==> src/rtl/cart_image_loader.sv <==
// cart_image_loader: copies one flash image slot into cartridge RAM, with the upper part of
// the image sent to a separate RAM window, then captures the header/flag bytes that follow
// the payload. After a settle delay it raises cart_ready.
// Optional build macro LOADER_CHECKSUM_EN: compares a 16-bit payload sum against the last two
// flag bytes (little-endian). With a mismatch, load_error is raised and cart_ready stays low.
//
// state  | meaning
// LOAD   | fetching payload bytes, one RAM write per accepted byte
// FLAGS  | fetching header bytes into flags_out, no RAM writes
// SETTLE | flash idle, counting 0..SETTLE_CYCLES
// DONE   | image ready (or checksum failed); holds until reload/reset
module cart_image_loader #(
  parameter int          IMAGE_BYTES   = 65536,
  parameter int          SPLIT_BYTES   = 32768,
  parameter logic [21:0] DEST_LO_BASE  = 22'h0,
  parameter logic [21:0] DEST_HI_BASE  = 22'h200000,
  parameter logic [23:0] FLASH_BASE    = 24'h200000,
  parameter int          SLOT_SHIFT    = 18,
  parameter int          SLOT_BITS     = 4,
  parameter int          FLAG_BYTES    = 4,
  parameter int          SETTLE_CYCLES = 255
) (
  input  logic                    clock,
  input  logic                    reset,
  input  logic                    reload,
  input  logic [SLOT_BITS-1:0]    index,
  output logic                    rd_valid,
  output logic [23:0]             rd_addr,
  input  logic                    rd_ready,
  input  logic [7:0]              rd_data,
  output logic                    load_wren,
  output logic [21:0]             load_address,
  output logic [7:0]              load_write_data,
  output logic [8*FLAG_BYTES-1:0] flags_out,
  output logic                    cart_ready,
  output logic                    load_error
);

  localparam logic [1:0] ST_LOAD   = 2'd0;
  localparam logic [1:0] ST_FLAGS  = 2'd1;
  localparam logic [1:0] ST_SETTLE = 2'd2;
  localparam logic [1:0] ST_DONE   = 2'd3;

  localparam int CNT_W = (SETTLE_CYCLES > 0) ? $clog2(SETTLE_CYCLES + 1) : 1;
  localparam logic [CNT_W-1:0] SETTLE_LAST = CNT_W'(SETTLE_CYCLES);
  localparam logic [23:0] LAST_PAY  = 24'(IMAGE_BYTES - 1);
  localparam logic [23:0] LAST_FLAG = 24'(IMAGE_BYTES + FLAG_BYTES - 1);
  localparam logic [23:0] PAY_END   = 24'(IMAGE_BYTES);
  localparam logic [23:0] SPLIT_OFF = 24'(SPLIT_BYTES);

  logic [1:0]           state;
  logic [SLOT_BITS-1:0] slot;
  logic [23:0]          offset;
  logic [CNT_W-1:0]     settle_cnt;
  logic                 accept;
  logic                 payload_accept;
  logic                 settle_end;
  logic [23:0]          flag_idx;
  logic [21:0]          dest_addr;
  logic                 done_ok;

  // A byte in the reload cycle is dropped; the restarted request supersedes it.
  assign accept         = rd_valid && rd_ready && !reload;
  assign payload_accept = accept && (state == ST_LOAD);
  assign settle_end     = (state == ST_SETTLE) && (settle_cnt == SETTLE_LAST);
  assign flag_idx       = offset - PAY_END;

  // Address is forced to zero while idle so every output reads 0 out of reset.
  assign rd_addr = rd_valid ? (FLASH_BASE + (24'(slot) << SLOT_SHIFT) + offset) : 24'h0;

  // Payload offset to RAM address: lower part stays put, upper part is rebased.
  always_comb begin
    if (offset < SPLIT_OFF) dest_addr = DEST_LO_BASE + offset[21:0];
    else                    dest_addr = DEST_HI_BASE + 22'(offset - SPLIT_OFF);
  end

  // Sequencer: slot/offset tracking, flag capture, settle timer, ready flag.
  always_ff @(posedge clock or posedge reset) begin
    if (reset) begin
      state      <= ST_LOAD;
      slot       <= '0;
      offset     <= '0;
      settle_cnt <= '0;
      rd_valid   <= 1'b0;
      flags_out  <= '0;
      cart_ready <= 1'b0;
    end else if (reload) begin
      state      <= ST_LOAD;
      slot       <= index;
      offset     <= '0;
      settle_cnt <= '0;
      rd_valid   <= 1'b1;
      flags_out  <= '0;
      cart_ready <= 1'b0;
    end else begin
      case (state)
        ST_LOAD: begin
          rd_valid <= 1'b1;
          if (accept) begin
            offset <= offset + 24'd1;
            if (offset == LAST_PAY) state <= ST_FLAGS;
          end
        end
        ST_FLAGS: begin
          if (accept) begin
            for (int k = 0; k < FLAG_BYTES; k++) begin
              if (flag_idx == 24'(k)) flags_out[8*k +: 8] <= rd_data;
            end
            offset <= offset + 24'd1;
            if (offset == LAST_FLAG) begin
              state    <= ST_SETTLE;
              rd_valid <= 1'b0;
            end
          end
        end
        ST_SETTLE: begin
          if (settle_end) begin
            state      <= ST_DONE;
            cart_ready <= done_ok;
          end else begin
            settle_cnt <= settle_cnt + 1'b1;
          end
        end
        default: ;
      endcase
    end
  end

  // RAM write port: one registered write per accepted payload byte, never cancelled.
  always_ff @(posedge clock or posedge reset) begin
    if (reset) begin
      load_wren       <= 1'b0;
      load_address    <= '0;
      load_write_data <= '0;
    end else begin
      load_wren <= payload_accept;
      if (payload_accept) begin
        load_address    <= dest_addr;
        load_write_data <= rd_data;
      end
    end
  end

`ifdef LOADER_CHECKSUM_EN
  logic [15:0] sum;
  logic [15:0] expected_sum;

  assign expected_sum = flags_out[8*FLAG_BYTES-1 -: 16];
  assign done_ok      = (sum == expected_sum);

  // Running payload sum and the error verdict taken when settle completes.
  always_ff @(posedge clock or posedge reset) begin
    if (reset) begin
      sum        <= '0;
      load_error <= 1'b0;
    end else if (reload) begin
      sum        <= '0;
      load_error <= 1'b0;
    end else begin
      if (payload_accept) sum <= sum + 16'(rd_data);
      if (settle_end) load_error <= !done_ok;
    end
  end
`else
  assign done_ok    = 1'b1;
  assign load_error = 1'b0;
`endif

endmodule

==> config.mk <==
export PLATFORM = sky130hd
export DESIGN_NAME = cart_image_loader
export DESIGN_NICKNAME = d
export VERILOG_FILES = /design/src/rtl/cart_image_loader.sv
export SDC_FILE = /design/constraint.sdc
export NUM_CORES = 1
export LEC_CHECK = 0
export CAP_MARGIN = 40
export CORE_MARGIN = 3
export CORE_UTILIZATION = 55
export DETAILED_ROUTE_END_ITERATION = 8
export DONT_BUFFER_PORTS = 1
export GPL_ROUTABILITY_DRIVEN = 0
export PLACE_DENSITY = 0.7
export SLEW_MARGIN = 20
export SYNTH_ARGS = -nofsm -noshare
export SYNTH_HDL_FRONTEND = slang
export SYNTH_SLANG_ARGS = --single-unit
==> constraint.sdc <==
create_clock -name clock -period 5.2 [get_ports clock]
set_input_delay 1.04 -clock clock [delete_from_list [all_inputs] [get_ports clock]]
set_output_delay 1.04 -clock clock [all_outputs]
set_load 0.05 [all_outputs]
==> impl_metrics.ini <==
[floorplan]
design.core.area_um2 = 8930
start_util_pct = 58.1
io_pins = 106
fp.dieH_um = 103
dieArea_um2 = 10600
die_w_um = 103
fp-row-count = 34

[timing]
finalCritPeriodShare_pct = 71.5
rsz0062_at_grt = false
hold_viol = 0
tightest_slew_ns = 0.882
setup-tns-final_ns = 0
min_period_ns = 3.72
fmax_mhz = 269
report.final.setup_viol = 0
clock_skew_ns = 0.00998
slew-limit-headroom_pct = 40.8
slew_viol_final = 0

[cts]
cts_setup_buffers = 0
cts-root-buf = clkbuf_8
holdBufCountCts = 0
cts_tree = done
htree_levels = 3
clockBufferDepth = 2
cts_buffers = 9
path_clk_slew_ns = 0.10
insertion_delay_ns = 0.36
clock-sinks = 103
cts.repair.resized = 0

[critical_path]
cpPeakStageDelay_ns = 0.48
cp-startpoint = offset[19]
critPathRequiredTime_ns = 4.16
cp_max_fo = 7
crit_path_cell_trace = ha_1, ha_1, inv_1, fa_1, inv_1, a21o_1, a21oi_1, xnor2_1, and2_1
critPathLaunchType = register
cp-end-kind = output port
r2r-start = rd_valid
cp_slowest_cell = dfrtp_1
worst-endpoint-arrival_ns = 2.68
worstSetupPathType = register to output port

[yosys]
synth-edff-count = 0
synth_compound_area_share_pct = 5.59
ys_seq_elements = 103
ys_types = 49
synth_fa_ha_area_share_pct = 4.72
yosys_warnings = 0
synth_nets = 568
synth_mux_area_share_pct = 7.62
synth_xor_area_share_pct = 4.56
synth_top_cell_by_area = dfrtp_1
seq_area_frac_synth_pct = 49.7
async_flop_share_pct = 100
synth_common_cells = 103 x dfrtp_1, 87 x nand2_1, 65 x nor2_1
synth_area_per_cell_um2 = 9.74
synthSimpleGateAreaFrac_pct = 23.8
synth_most_common_cell = dfrtp_1
synth_area_leaders = dfrtp_1 50%, mux2i_1 6.7%, nand2_1 6.3%, nor2_1 4.7%, ha_1 4.3%
synth_ff_type = dfrtp_1
synth_area_um2 = 5190
synthCells = 533
yosysTopAreaCellShare_pct = 49.7
synth_top_family_by_area = simple AND/OR/NAND/NOR gates

[worst_hold_path]
hp-class = input pin to async pin

[detailed_routing]
drt_wl_total_um = 11300
drc_errors = 0
num_vias = 3709
viasPerCell = 5.83
drtIter0Drc = 163
avgRoutedWirePerCell_um = 17.8
ant_nets = 0
drt_first_pass_iters = 7

[grt]
grt_use_total_pct = 22.2
grt_antenna_before_repair = 0
overflow = 0
first_global_vias = 3706
grt_max_degree = 75
grt_pass1_wl_um = 18500

[pwr]
p_clk_share_pct = 34.8
swShare_pct = 26.5
peakVddDrop_mv = 0.184
net-switching-power_uw = 386
power_density_nw_per_um2 = 266
intPower_uw = 1070
p_leak_uw = 0.00245
p_seq_share_pct = 59.3
combPwrFrac_pct = 5.9

[flow_run]
cap_violations = 0

[finish]
nets = 559
area_delta_synth_final_pct = 5.54
final_area_um2 = 5480
antennaDiodeCount = 0
final_layout_size_suffix_gt1_share_pct = 7.20

[placement]
numPortBuffers = 0
dp_hpwl_um = 8080
postPlaceCellArea_um2 = 5280

[run_status]
outcome = complete, no violations
-- power groups by stage --
stage          clock, µW  sequential [µW]  combinational [µW]
3_5_place_dp           0              880                88.2
2_1_floorplan          0              874                77.9
6_report             508              863                86.1
5_1_grt              555              865                95.8
4_1_cts              522              863                88.5
3_3_place_gp           0              879                82.1
-- worst max-delay path: cells and delay by family (launching register included) --
family          cells  cell delay, ns
compound gates      2            0.35
xor+xnor            1            0.15
fa+ha+maj           3            0.77
buf+inv             2            0.12
flops               1            0.48
simple gates        1            0.46
-- area by class of cell --
| class | count | area [µm²] |
|---|---|---|
| multi-input cells | 378 | 2410 |
| inverters | 26 | 100 |
| repair buffers | 6 | 65.1 |
| flip-flops and latches | 103 | 2580 |
| fillers | 792 | 3450 |
| well taps | 108 | 135 |
| clock inverters | 5 | 57.6 |
| clock buffers | 10 | 138 |
-- metal layers --
metal	part of all wire [%]	GRT usage [%]	wire length, µm
met1	42	29.0	4810
met3	6.9	7.51	785
met2	49	35.9	5580
met4	1.5	5.38	169
met5	0	0	0
-- sequential cells by signal (all words and copies together) (netlist names) --
signal and count:
cart_ready 1, flags_out 32, load_address 22, load_wren 1, load_write_data 8, offset 24
rd_valid 1, settle_cnt 8, slot 4, state 2
-- cells by family after synthesis --
logic type | after synthesis
other | 1
buffers and inverters | 52
AO/OA/AOI/OAI | 46
XOR/XNOR | 27
multiplexers | 39
AND/OR/NAND/NOR | 246
adder cells (fa/ha/maj) | 19
flip-flops | 103
-- final timing paths --
check / depth (start not counted) / slack, ns / end
setup / recovery: 9 / 1.48 / rd_addr[23]
hold / removal: 1 / 0.44 / load_address[12]
setup reg to reg: 6 / 2.51 / offset[22]
hold reg to reg: 2 / 0.53 / slot[3]
max in group asynchronous: 2 / 4.08 / cart_ready
min in group clock: 2 / 0.53 / slot[3]
-- stage by stage --
stage / power (µW) / hold WS, ns / instances / worst slack, ns / utilization (%)
3_3_place_gp: 961 / 0.498 / 618 / 1.99 / 58.7
2_1_floorplan: 952 / 0.485 / 533 / 1.46 / -
3_5_place_dp: 968 / 0.513 / 621 / 1.88 / 59.1
6_report: 1460 / 0.443 / 636 / 1.48 / 61.3
4_1_cts: 1470 / 0.434 / 636 / 1.47 / 61.3
5_1_grt: 1520 / 0.425 / 636 / 1.33 / 61.3
-- layout by cell type, fill, tap and decap left out, types with 2 or more instances in the layout --
| cell type | netlist | layout |
|---|---|---|
| nand4_1 | 10 | 10 |
| nor3_1 | 7 | 7 |
| mux2i_1 | 35 | 35 |
| nand2_1 | 87 | 87 |
| nor2_1 | 65 | 65 |
| buf_4 | 2 | 5 |
| o21ai_0 | 17 | 17 |
| a211o_1 | 2 | 2 |
| and2_1 | 25 | 25 |
| clkbuf_8 | 0 | 10 |
| dfrtp_1 | 103 | 103 |
| nor4_4 | 4 | 4 |
| o31ai_1 | 2 | 2 |
| xnor2_1 | 17 | 17 |
| inv_1 | 25 | 24 |
| ha_1 | 18 | 18 |
| a21oi_1 | 11 | 11 |
| nor4_1 | 5 | 5 |
| nand3_1 | 15 | 15 |
| clkinv_2 | 0 | 2 |
| a31oi_1 | 3 | 3 |
| nor4_2 | 2 | 2 |
| xor2_1 | 10 | 10 |
| nor2b_1 | 3 | 3 |
| or3_1 | 7 | 7 |
| mux2_2 | 4 | 4 |
| and4_1 | 3 | 3 |
| and3_1 | 5 | 5 |
| a211oi_1 | 2 | 2 |
| a21o_1 | 3 | 3 |
(Power assumes the default switching activity.)
